--- config.mk ---
export PLATFORM = sky130hd
export DESIGN_NAME = stage1_decode
export DESIGN_NICKNAME = d
export VERILOG_FILES = /design/src/rtl/stage_pkg.sv /design/src/rtl/stage1_regfile.sv /design/src/rtl/stage1_decode.sv
export SDC_FILE = /design/constraint.sdc
export NUM_CORES = 1
export LEC_CHECK = 0
export ABC_AREA = 0
export BUFFER_PORTS_ARGS = -buffer_cell sky130_fd_sc_hd__buf_2
export CORE_ASPECT_RATIO = 1.4
export CORE_UTILIZATION = 35
export CTS_CLUSTER_SIZE = 14
export DETAILED_ROUTE_END_ITERATION = 8
export GPL_TIMING_DRIVEN = 0
export PLACE_DENSITY_LB_ADDON = 0.2
export SYNTH_ARGS = -nofsm -noshare
export SYNTH_HDL_FRONTEND = slang
export SYNTH_SLANG_ARGS = --single-unit
--- constraint.sdc ---
create_clock -name CLOCK -period 2.8 [get_ports CLOCK]
set_input_delay 0.14 -clock CLOCK [delete_from_list [all_inputs] [get_ports CLOCK]]
set_output_delay 0.14 -clock CLOCK [all_outputs]
set_load 0.01 [all_outputs]
--- src/rtl/stage_pkg.sv ---
// Shared definitions for the decode stage (stage1) and the execute stage (stage2).
// Contents:
//   - default data, register-file and counter widths
//   - instruction-class codes (opsel) and sub-operation codes
//   - instr_t: the 32-bit instruction word split into its fields
//   - opsel_legal(): tells whether stage2 implements an instruction class
package stage_pkg;

    localparam int DATA_W  = 32;
    localparam int NREG    = 8;
    localparam int CNT_W   = 16;
    localparam int INSTR_W = 32;

    localparam logic [2:0] OPSEL_SHIFT = 3'b000;
    localparam logic [2:0] OPSEL_ARITH = 3'b001;

    typedef enum logic [2:0] {
        OP_ADD = 3'd0,
        OP_SUB = 3'd1,
        OP_AND = 3'd2,
        OP_OR  = 3'd3,
        OP_XOR = 3'd4
    } arith_op_e;

    typedef enum logic [2:0] {
        OP_SHL = 3'd0,
        OP_SHR = 3'd1,
        OP_SRA = 3'd2
    } shift_op_e;

    typedef struct packed {
        logic [2:0]  opsel;      // [31:29]
        logic [2:0]  operation;  // [28:26]
        logic        imm;        // [25]
        logic [2:0]  rd;         // [24:22]
        logic [2:0]  rs1;        // [21:19]
        logic [2:0]  rs2;        // [18:16]
        logic [15:0] imm16;      // [15:0]
    } instr_t;

    function automatic logic opsel_legal(input logic [2:0] opsel);
        return (opsel == OPSEL_SHIFT) || (opsel == OPSEL_ARITH);
    endfunction

endpackage

--- src/rtl/stage1_regfile.sv ---
// Register file for the decode stage: NREG x DATA_W, two asynchronous
// read ports and one synchronous write port. Register 0 always reads as
// zero, and writes to it are dropped.
// Ports:
//   clk        in   rising-edge clock
//   rst        in   synchronous active-high reset, clears every register
//   wr_en      in   write strobe
//   wr_addr    in   write address
//   wr_data    in   write data
//   rd_addr_a  in   read port A address
//   rd_data_a  out  read port A data
//   rd_addr_b  in   read port B address
//   rd_data_b  out  read port B data
module stage1_regfile #(
    parameter int DATA_W = 32,
    parameter int NREG   = 8,
    parameter int AW     = $clog2(NREG)
) (
    input  logic              clk,
    input  logic              rst,
    input  logic              wr_en,
    input  logic [AW-1:0]     wr_addr,
    input  logic [DATA_W-1:0] wr_data,
    input  logic [AW-1:0]     rd_addr_a,
    output logic [DATA_W-1:0] rd_data_a,
    input  logic [AW-1:0]     rd_addr_b,
    output logic [DATA_W-1:0] rd_data_b
);

    logic [DATA_W-1:0] mem [NREG];

    always_ff @(posedge clk) begin
        if (rst) begin
            for (int i = 0; i < NREG; i++) begin
                mem[i] <= '0;
            end
        end else if (wr_en && (wr_addr != '0)) begin
            mem[wr_addr] <= wr_data;
        end
    end

    // Entry 0 is never written, but the read is gated as well so r0 is zero
    // by construction rather than by relying on reset.
    assign rd_data_a = (rd_addr_a == '0) ? '0 : mem[rd_addr_a];
    assign rd_data_b = (rd_addr_b == '0) ? '0 : mem[rd_addr_b];

endmodule

--- src/rtl/stage1_decode.sv ---
// Decode / operand-fetch stage. Accepts 32-bit instructions on a
// valid/ready handshake, reads operands from the internal register file
// (with same-cycle write-back bypass) and registers the bundle that feeds
// the execute stage. Write-back from stage2 updates the register file on
// every cycle it is strobed, regardless of stall or accept.
// Ports:
//   CLOCK          in   rising-edge clock
//   RESET          in   synchronous active-high reset
//   instr_in       in   instruction word
//   instr_valid    in   instr_in is valid this cycle
//   instr_ready    out  stage can accept (low during RESET and stall)
//   stall_in       in   downstream hold request
//   wb_en          in   write-back strobe
//   wb_addr        in   write-back destination register
//   wb_data        in   write-back value
//   aluin1         out  operand A (rs1)
//   aluin2         out  operand B (rs2 or sign-extended imm16)
//   opselect_out   out  instruction class
//   operation_out  out  sub-operation within the class
//   shift_number   out  shift amount
//   enable_arith   out  valid arithmetic op in the bundle
//   enable_shift   out  valid shift op in the bundle
//   out_valid      out  bundle holds a decoded instruction
//   rd_out         out  destination register tag
//   illegal_op     out  one-cycle pulse for an accepted unsupported class
//   instr_count    out  accepted-instruction count, wraps
module stage1_decode #(
    parameter int DATA_W = stage_pkg::DATA_W,
    parameter int NREG   = stage_pkg::NREG,
    parameter int CNT_W  = stage_pkg::CNT_W
) (
    input  logic                    CLOCK,
    input  logic                    RESET,
    input  logic [31:0]             instr_in,
    input  logic                    instr_valid,
    output logic                    instr_ready,
    input  logic                    stall_in,
    input  logic                    wb_en,
    input  logic [$clog2(NREG)-1:0] wb_addr,
    input  logic [DATA_W-1:0]       wb_data,
    output logic [DATA_W-1:0]       aluin1,
    output logic [DATA_W-1:0]       aluin2,
    output logic [2:0]              opselect_out,
    output logic [2:0]              operation_out,
    output logic [4:0]              shift_number,
    output logic                    enable_arith,
    output logic                    enable_shift,
    output logic                    out_valid,
    output logic [2:0]              rd_out,
    output logic                    illegal_op,
    output logic [CNT_W-1:0]        instr_count
);

    import stage_pkg::*;

    localparam int AW = $clog2(NREG);

    instr_t            instr;
    logic              accept;
    logic [DATA_W-1:0] rf_a;
    logic [DATA_W-1:0] rf_b;
    logic [DATA_W-1:0] opnd_a;
    logic [DATA_W-1:0] opnd_b_reg;
    logic [DATA_W-1:0] opnd_b;
    logic [DATA_W-1:0] imm_ext;
    logic [4:0]        shamt;

    assign instr       = instr_t'(instr_in);
    assign instr_ready = ~stall_in & ~RESET;
    assign accept      = instr_valid & instr_ready;

    stage1_regfile #(
        .DATA_W (DATA_W),
        .NREG   (NREG),
        .AW     (AW)
    ) u_regfile (
        .clk       (CLOCK),
        .rst       (RESET),
        .wr_en     (wb_en),
        .wr_addr   (wb_addr),
        .wr_data   (wb_data),
        .rd_addr_a (instr.rs1[AW-1:0]),
        .rd_data_a (rf_a),
        .rd_addr_b (instr.rs2[AW-1:0]),
        .rd_data_b (rf_b)
    );

    // A write-back landing this cycle has not reached the array yet, so
    // forward it; r0 is excluded because it must always read as zero.
    always_comb begin
        opnd_a     = rf_a;
        opnd_b_reg = rf_b;
        if (wb_en && (wb_addr == instr.rs1[AW-1:0]) && (instr.rs1 != '0)) begin
            opnd_a = wb_data;
        end
        if (wb_en && (wb_addr == instr.rs2[AW-1:0]) && (instr.rs2 != '0)) begin
            opnd_b_reg = wb_data;
        end
    end

    assign imm_ext = {{(DATA_W-16){instr.imm16[15]}}, instr.imm16};
    assign opnd_b  = instr.imm ? imm_ext : opnd_b_reg;
    assign shamt   = instr.imm ? instr.imm16[4:0] : opnd_b_reg[4:0];

    always_ff @(posedge CLOCK) begin
        if (RESET) begin
            aluin1        <= '0;
            aluin2        <= '0;
            opselect_out  <= '0;
            operation_out <= '0;
            shift_number  <= '0;
            enable_arith  <= 1'b0;
            enable_shift  <= 1'b0;
            out_valid     <= 1'b0;
            rd_out        <= '0;
            illegal_op    <= 1'b0;
            instr_count   <= '0;
        end else if (stall_in) begin
            // Bundle frozen for the downstream stage; the illegal flag is an
            // event, not state, so it still drops after its single cycle.
            illegal_op <= 1'b0;
        end else if (accept) begin
            aluin1        <= opnd_a;
            aluin2        <= opnd_b;
            opselect_out  <= instr.opsel;
            operation_out <= instr.operation;
            shift_number  <= shamt;
            enable_arith  <= (instr.opsel == OPSEL_ARITH);
            enable_shift  <= (instr.opsel == OPSEL_SHIFT);
            out_valid     <= 1'b1;
            rd_out        <= instr.rd;
            illegal_op    <= ~opsel_legal(instr.opsel);
            instr_count   <= instr_count + CNT_W'(1);
        end else begin
            // Bubble: data outputs keep their last values.
            enable_arith <= 1'b0;
            enable_shift <= 1'b0;
            out_valid    <= 1'b0;
            illegal_op   <= 1'b0;
        end
    end

endmodule
# [After elaboration in Yosys (flattened, before gate mapping)]
# Memory sizes are Yosys's and may differ from the RTL's.
# Index checks and enable logic that the tools add are counted.
[word_totals] regBits=98 latchBits=0 ramBits=256 mem_bits_ro=0 input_bits=72 output_inout_bits=99 memories=1
[mem_list] memory="u_regfile.mem" depth=8 word_bits=32 read_ports=2 rd_clocked_by_memory_dff=0 wr=8 line="stage1_regfile.sv:30" rtl="logic [DATA_W-1:0] mem [NREG];"
[op_classes] n_addsub=1 multipliers=0 n_div=0 magnitude_cmp=0 n_eq_ne=3 shift=0 mux=17 bitwise_logic=6 reduce_logical=15
[op_table] op="2-to-1 mux 32 bit" count=6
[op_table] op="OR reduction 32 bit" count=1
[op_table] op="adder 16 x 1 -> 16 bit (second input constant)" count=1
[op_table] op="logical NOT 3 bit" count=3
[op_table] op="2-to-1 mux 1 bit" count=9
[op_table] op="nonzero test 3 bit" count=3
[op_table] op="equality test 3 bit" count=2
[op_table] op="logical AND 1 bit" count=5
[op_table] op="2-to-1 mux 5 bit" count=1
[op_table] op="NOT 1 bit" count=4
[op_table] op="equality test 3 x 1 -> 1 bit (second input constant)" count=1
[op_table] op="2-to-1 mux 3 bit" count=1
[op_table] op="OR reduction 3 bit" count=1
[op_table] op="AND 1 bit" count=2
[op_table] op="AND reduction 2 bit" count=1
[op_table] op="logical OR 1 bit" count=1

# [Longest topological paths before layout]
[depth] ltp_word=7 mapped_depth=8 ltp_nobuf=5

# [Cells and area by module]
# Synthesis repeated with hierarchy kept, for this count alone.
[hier_totals] cells_unflattened=1370 hier_area_um2=16448.3
[by_module_without_submodules] mod="stage1_regfile" instances=1 cells_per_inst=880 area_per_inst_um2=12145.4 seq_area_each_um2=6726.5
[by_module_without_submodules] mod="stage1_decode" instances=1 cells_per_inst=490 area_per_inst_um2=4302.9 seq_area_each_um2=1861.8

# [Least setup slack after synthesis]
# OpenSTA, ideal clock, no wires.
[synth_timing] path_type="input -> register" from="input port instr_in[19]" to="register aluin1[17]" setup_time_ps=141 t_arrival_ps=1845 required_time_ps=2659 path_slack_ps=814 cell_stages=6 path_buffers=3 path_cell_list="clkbuf_1 -> buf_1 -> buf_2 -> mux4_2 -> mux2i_1 -> o221ai_1"
[synth_via] elab_chain_cells=4 word_cells_on_any_way=8
[synth_lines] item="start: declaration" line="stage1_decode.sv:34" rtl="input logic [31:0] instr_in,"
[synth_lines] item="parallel branches: the longest is 3 deep, another holds memory read (8 x 32 bit)"
[synth_lines] item="2-to-1 mux 32 bit *" line="stage1_decode.sv:93" rtl="if (wb_en && (wb_addr == instr.rs1[AW-1:0]) && (instr.rs1 != '0)) begin"
[synth_lines] item="end signal: assignment" line="stage1_decode.sv:123" rtl="aluin1 <= opnd_a;"
[synth_lines] item="end: declaration" line="stage1_decode.sv:41" rtl="output logic [DATA_W-1:0] aluin1,"
# Mark *: on every way between the ends.
# A chain may end at the register's enable or synchronous reset.

# [Worst setup path after layout]
[layout_timing] from="input port instr_in[17]" to="register aluin2[14]"
[layout_via] elab_chain_cells=5 word_cells_on_any_way=9
[layout_lines] item="parallel branches: the longest is 3 deep, another holds memory read (8 x 32 bit)"
[layout_lines] item="2-to-1 mux 32 bit *" line="stage1_decode.sv:96" rtl="if (wb_en && (wb_addr == instr.rs2[AW-1:0]) && (instr.rs2 != '0)) begin"
[layout_lines] item="2-to-1 mux 32 bit *" line="stage1_decode.sv:102" rtl="assign opnd_b = instr.imm ? imm_ext : opnd_b_reg;"
[layout_lines] item="end signal: assignment" line="stage1_decode.sv:124" rtl="aluin2 <= opnd_b;"
[layout_lines] item="end: declaration" line="stage1_decode.sv:42" rtl="output logic [DATA_W-1:0] aluin2,"
# Marks and branches as above.

==> summary.md <==
| Metric | Value |
|---|---|
| Status | `completed` |
| PnR worst setup slack | `0.162 ns` |
| Initial antenna violation count | `5` |
| Pwr/cell area | `609 nW/µm²` |
| Crit-path cells | `buf_2 -> clkbuf_1 -> clkbuf_1 -> mux4_2 -> mux2_2 -> nand2_1 -> a311oi_1 -> dlygate4sd3_1` |
| Slew Viols, Final | `0` |
| Die Y | `264 µm` |
| Synth unique cells | `45` |
| CP Launch Point | `instr_in[17]` |
| CTS sink count | `349` |
| Ys async rst share | `0%` |
| Vias per cell | `5.56` |
| Core Footprint | `48100 µm²` |
| Most frequent CP cell | `clkbuf_1` |
| Leading post-synthesis cells by cell area | `edfxtp_1 45%, mux4_2 17%, dfxtp_1 11%` |
| Crit path max-delay family | `buffers and inverters` |
| Crit path kind | `in -> reg` |
| CP Capture Type | `register` |
| CTS tree | `built` |
| Vias in the first global route | `13200` |
| DP Wirelength | `39700 µm` |
| Sequential-to-total area share from yosys stat | `55.8%` |
| Nets@finish | `1654` |
| Main combinational cell family by area after synthesis | `multiplexers` |
| Number of buffers added for setup after CTS | `0` |
| Synth Area in Compound Gates | `5.67%` |
| Reg2reg start | `u_regfile.mem[6][14]` |
| Clock Path Buffers | `3` |
| Crit-path max FO | `10` |
| Post-Syn Instances | `1298` |
| Switch share | `25.5%` |
| Skew-Pair Late Insertion Delay | `0.54 ns` |
| Final hold violation count | `0` |
| Setup Skew | `0.0150 ns` |
| Fin crit period | `2.64 ns` |
| Wirelength per Cell | `25.8 µm` |
| Worst slew pin tran | `1.26 ns` |
| Std cell rows | `95` |
| Iter 0 DRT Violations | `934` |
| Synth area leader | `edfxtp_1` |
| Logic gate share of total power | `12.8%` |
| Total grt overflow | `0` |
| Drt pass-1 iters | `5` |
| Clock buffer count from CTS | `37` |
| Port buffer count | `163` |
| Most common flop cell mapped by yosys | `edfxtp_1` |
| Filler cell count | `4544` |
| Gr usage total | `23.4%` |
| Layout area overhead | `19.9%` |
| Synth Area in XOR/XNOR | `0.716%` |
| WL final | `57700 µm` |
| Routability cong. | `0.837` |
| Sw Pwr | `0.00319 W` |
| Root Buffer | `clkbuf_16` |
| H-tree depth | `2` |
| Util after Layout | `42.7%` |
| Clock share of power | `38.9%` |
| Die area | `49800 µm²` |
| Syn avg cell area | `13.2 µm²` |
| Largest net degree at the start of global routing | `33` |
| Synth Area in Adders | `0.0731%` |
| Post-synth EDFFs | `256` |
| Sequential cell fraction of total power | `48.3%` |
| DR vias | `12500` |
| # DRC | `0` |
| Worst path max stage delay | `0.70 ns` |
| Highest clock rate | `0.379 GHz` |
| Internal power | `0.00932 W` |
| # Max-Cap Violations | `0` |
| Synthesized area | `17100 µm²` |
| Data arrival, critical path | `3.07 ns` |
| Worst rel slew slack | `14.6%` |
| Setup Viol. Count Final | `0` |
| Ratio of cells with drive above 1 in the final layout | `25.2%` |
| Yosys warns | `0` |
| Crit-path slowest cell | `clkbuf_1` |
| First-pass GRT wire length | `85200 µm` |
| Setup TNS | `0 ns` |
| Place WS | `-0.342 ns` |
| Worst EP required | `3.23 ns` |
| HP Start | `instr_in[12]` |
| Leakage | `7.33 nW` |
| Clock slew at the register clock pins of the worst setup and hold paths | `0.07 ns` |
| Crit path launch type | `primary input` |
| FF-to-FF setup slack | `0.76 ns` |
| Simple-gate portion of the synthesized area | `13.3%` |
| HP Class | `in -> reg` |
| Buf/Inv on CP | `4` |
| Yosys reg bits | `349` |
| Peak VDD IR | `0.382 mV` |
| Tcrit/Tclk final | `94.2%` |
| Post-route ant nets | `0` |
| IO Pins | `171` |
| Top-area cell type share of the netlist area | `44.9%` |
| Initial Util | `35.6%` |
| RSZ-0062 raised after global routing | `no` |
| Chip width | `189 µm` |
| Multiplexer area fraction after synthesis | `20.7%` |
-- stage by stage --
| step | instances | hold WS [ns] | total power (W) | instance area [µm²] |
|---|---|---|---|---|
| after floorplan | 1329 | 0.265 | 0.00706 | 17200 |
| after global placement | 2122 | 0.388 | 0.00766 | 18800 |
| after detailed placement | 2123 | 0.391 | 0.00770 | 18900 |
| after CTS | 2239 | 0.000315 | 0.0126 | 20500 |
| after global routing | 2239 | 0.0298 | 0.0129 | 20500 |
| final | 2240 | 0.0167 | 0.0125 | 20500 |
-- cell usage after synthesis (4+ instances only) --
| master | instances |
|---|---|
| edfxtp_1 | 256 |
| nand4_1 | 4 |
| inv_1 | 35 |
| o221ai_1 | 31 |
| nor2_1 | 40 |
| mux2i_1 | 32 |
| or4_1 | 7 |
| clkbuf_1 | 89 |
| dfxtp_1 | 93 |
| nand2_1 | 79 |
| nand3_1 | 39 |
| mux4_2 | 127 |
| buf_2 | 14 |
| and2_1 | 100 |
| buf_4 | 5 |
| a211oi_1 | 17 |
| or2_2 | 7 |
| nand3b_1 | 16 |
| mux2_2 | 32 |
| a311oi_1 | 16 |
| xnor2_1 | 11 |
| nor3_1 | 127 |
| a31oi_1 | 18 |
| buf_1 | 19 |
| o21ai_0 | 18 |
| a21oi_1 | 33 |
-- registers in the layout, indices dropped and copies added, names as in the netlist --
name           cells
aluin1            32
aluin2            32
enable_arith       1
enable_shift       1
illegal_op         1
instr_count       16
operation_out      3
opselect_out       3
out_valid          1
rd_out             3
u_regfile.mem    256
-- worst min-delay path, stage by stage --
cell and delay [ns]:
buf_2 0.11, nand3b_1 0.14, o21ai_0 0.07, a311oi_1 0.05
-- power by group through the flow --
stage               clock, W  combinational (W)  sequential (W)
floorplan                  0           0.000943         0.00612
global placement           0            0.00153         0.00612
detailed placement         0            0.00155         0.00615
CTS                  0.00491            0.00161         0.00604
global route         0.00512            0.00171         0.00608
finish               0.00486            0.00161         0.00604
-- cell families after synthesis --
family / Yosys count
AO/OA/AOI/OAI: 141
XOR/XNOR: 14
flip-flops: 349
buffers and inverters: 163
other: 1
adder cells (fa/ha/maj): 1
AND/OR/NAND/NOR: 438
multiplexers: 191
-- cell usage in the layout (no fill, tap or decap), types with 5 or more instances in the layout --
cell type      instances
a211oi_1              17
nand2_1               79
buf_2                177
clkbuf_1              94
mux2i_1               32
a21oi_1               33
dlygate4sd3_1         49
clkbuf_16             39
inv_1                 35
a311oi_1              16
dfxtp_1               93
and2_1               100
or2_2                  7
clkinv_2               6
nor3_1               127
or4_1                  7
edfxtp_1             256
conb_1                32
o21ai_0               18
clkinv_1               8
nand3_1               39
o221ai_1              31
mux2_2                32
a31oi_1               18
xnor2_1               11
nand3b_1              16
mux4_2               127
nor2_1                39
buf_1                 19
buf_4                  5
-- path summary, 6_finish.rpt --
kind,endpoint,cells after the start
setup / recovery,aluin2[14],8
hold reg to reg,rd_out[0],2
hold / removal,aluin2[12],4
setup reg to reg,aluin2[14],5
-- repair_timing --
action                                  4_1_cts  5_1_grt
gates resized for setup                       0        4
endpoints found under the setup margin        0        3
hold buffers                                 49        0
hold endpoints to repair                    137        0
-- cell type report --
class | count | area [µm²] | share of cell area [%]
diodes | 1 | 2.50 | 0.0122
plain buffers | 127 | 515 | 2.51
clock buffers | 51 | 1060 | 5.18
clock inverters | 16 | 98.8 | 0.481
inverters | 36 | 135 | 0.658
multi-input cells | 817 | 7060 | 34.4
flip-flops and latches | 349 | 9550 | 46.5
well taps | 630 | 788 | 3.84
repair buffers | 213 | 1330 | 6.46
-- metal layers --
layer  vias up  global-route usage, %  share of wire [%]
met4         8                   9.96                4.1
met3       135                   3.67                6.5
met1      6251                   27.3                 38
li1       5547                      -                  -
met2       516                   42.3                 52
met5         -                      0              0.099
No activity file was read; power rests on OpenSTA's default activity.
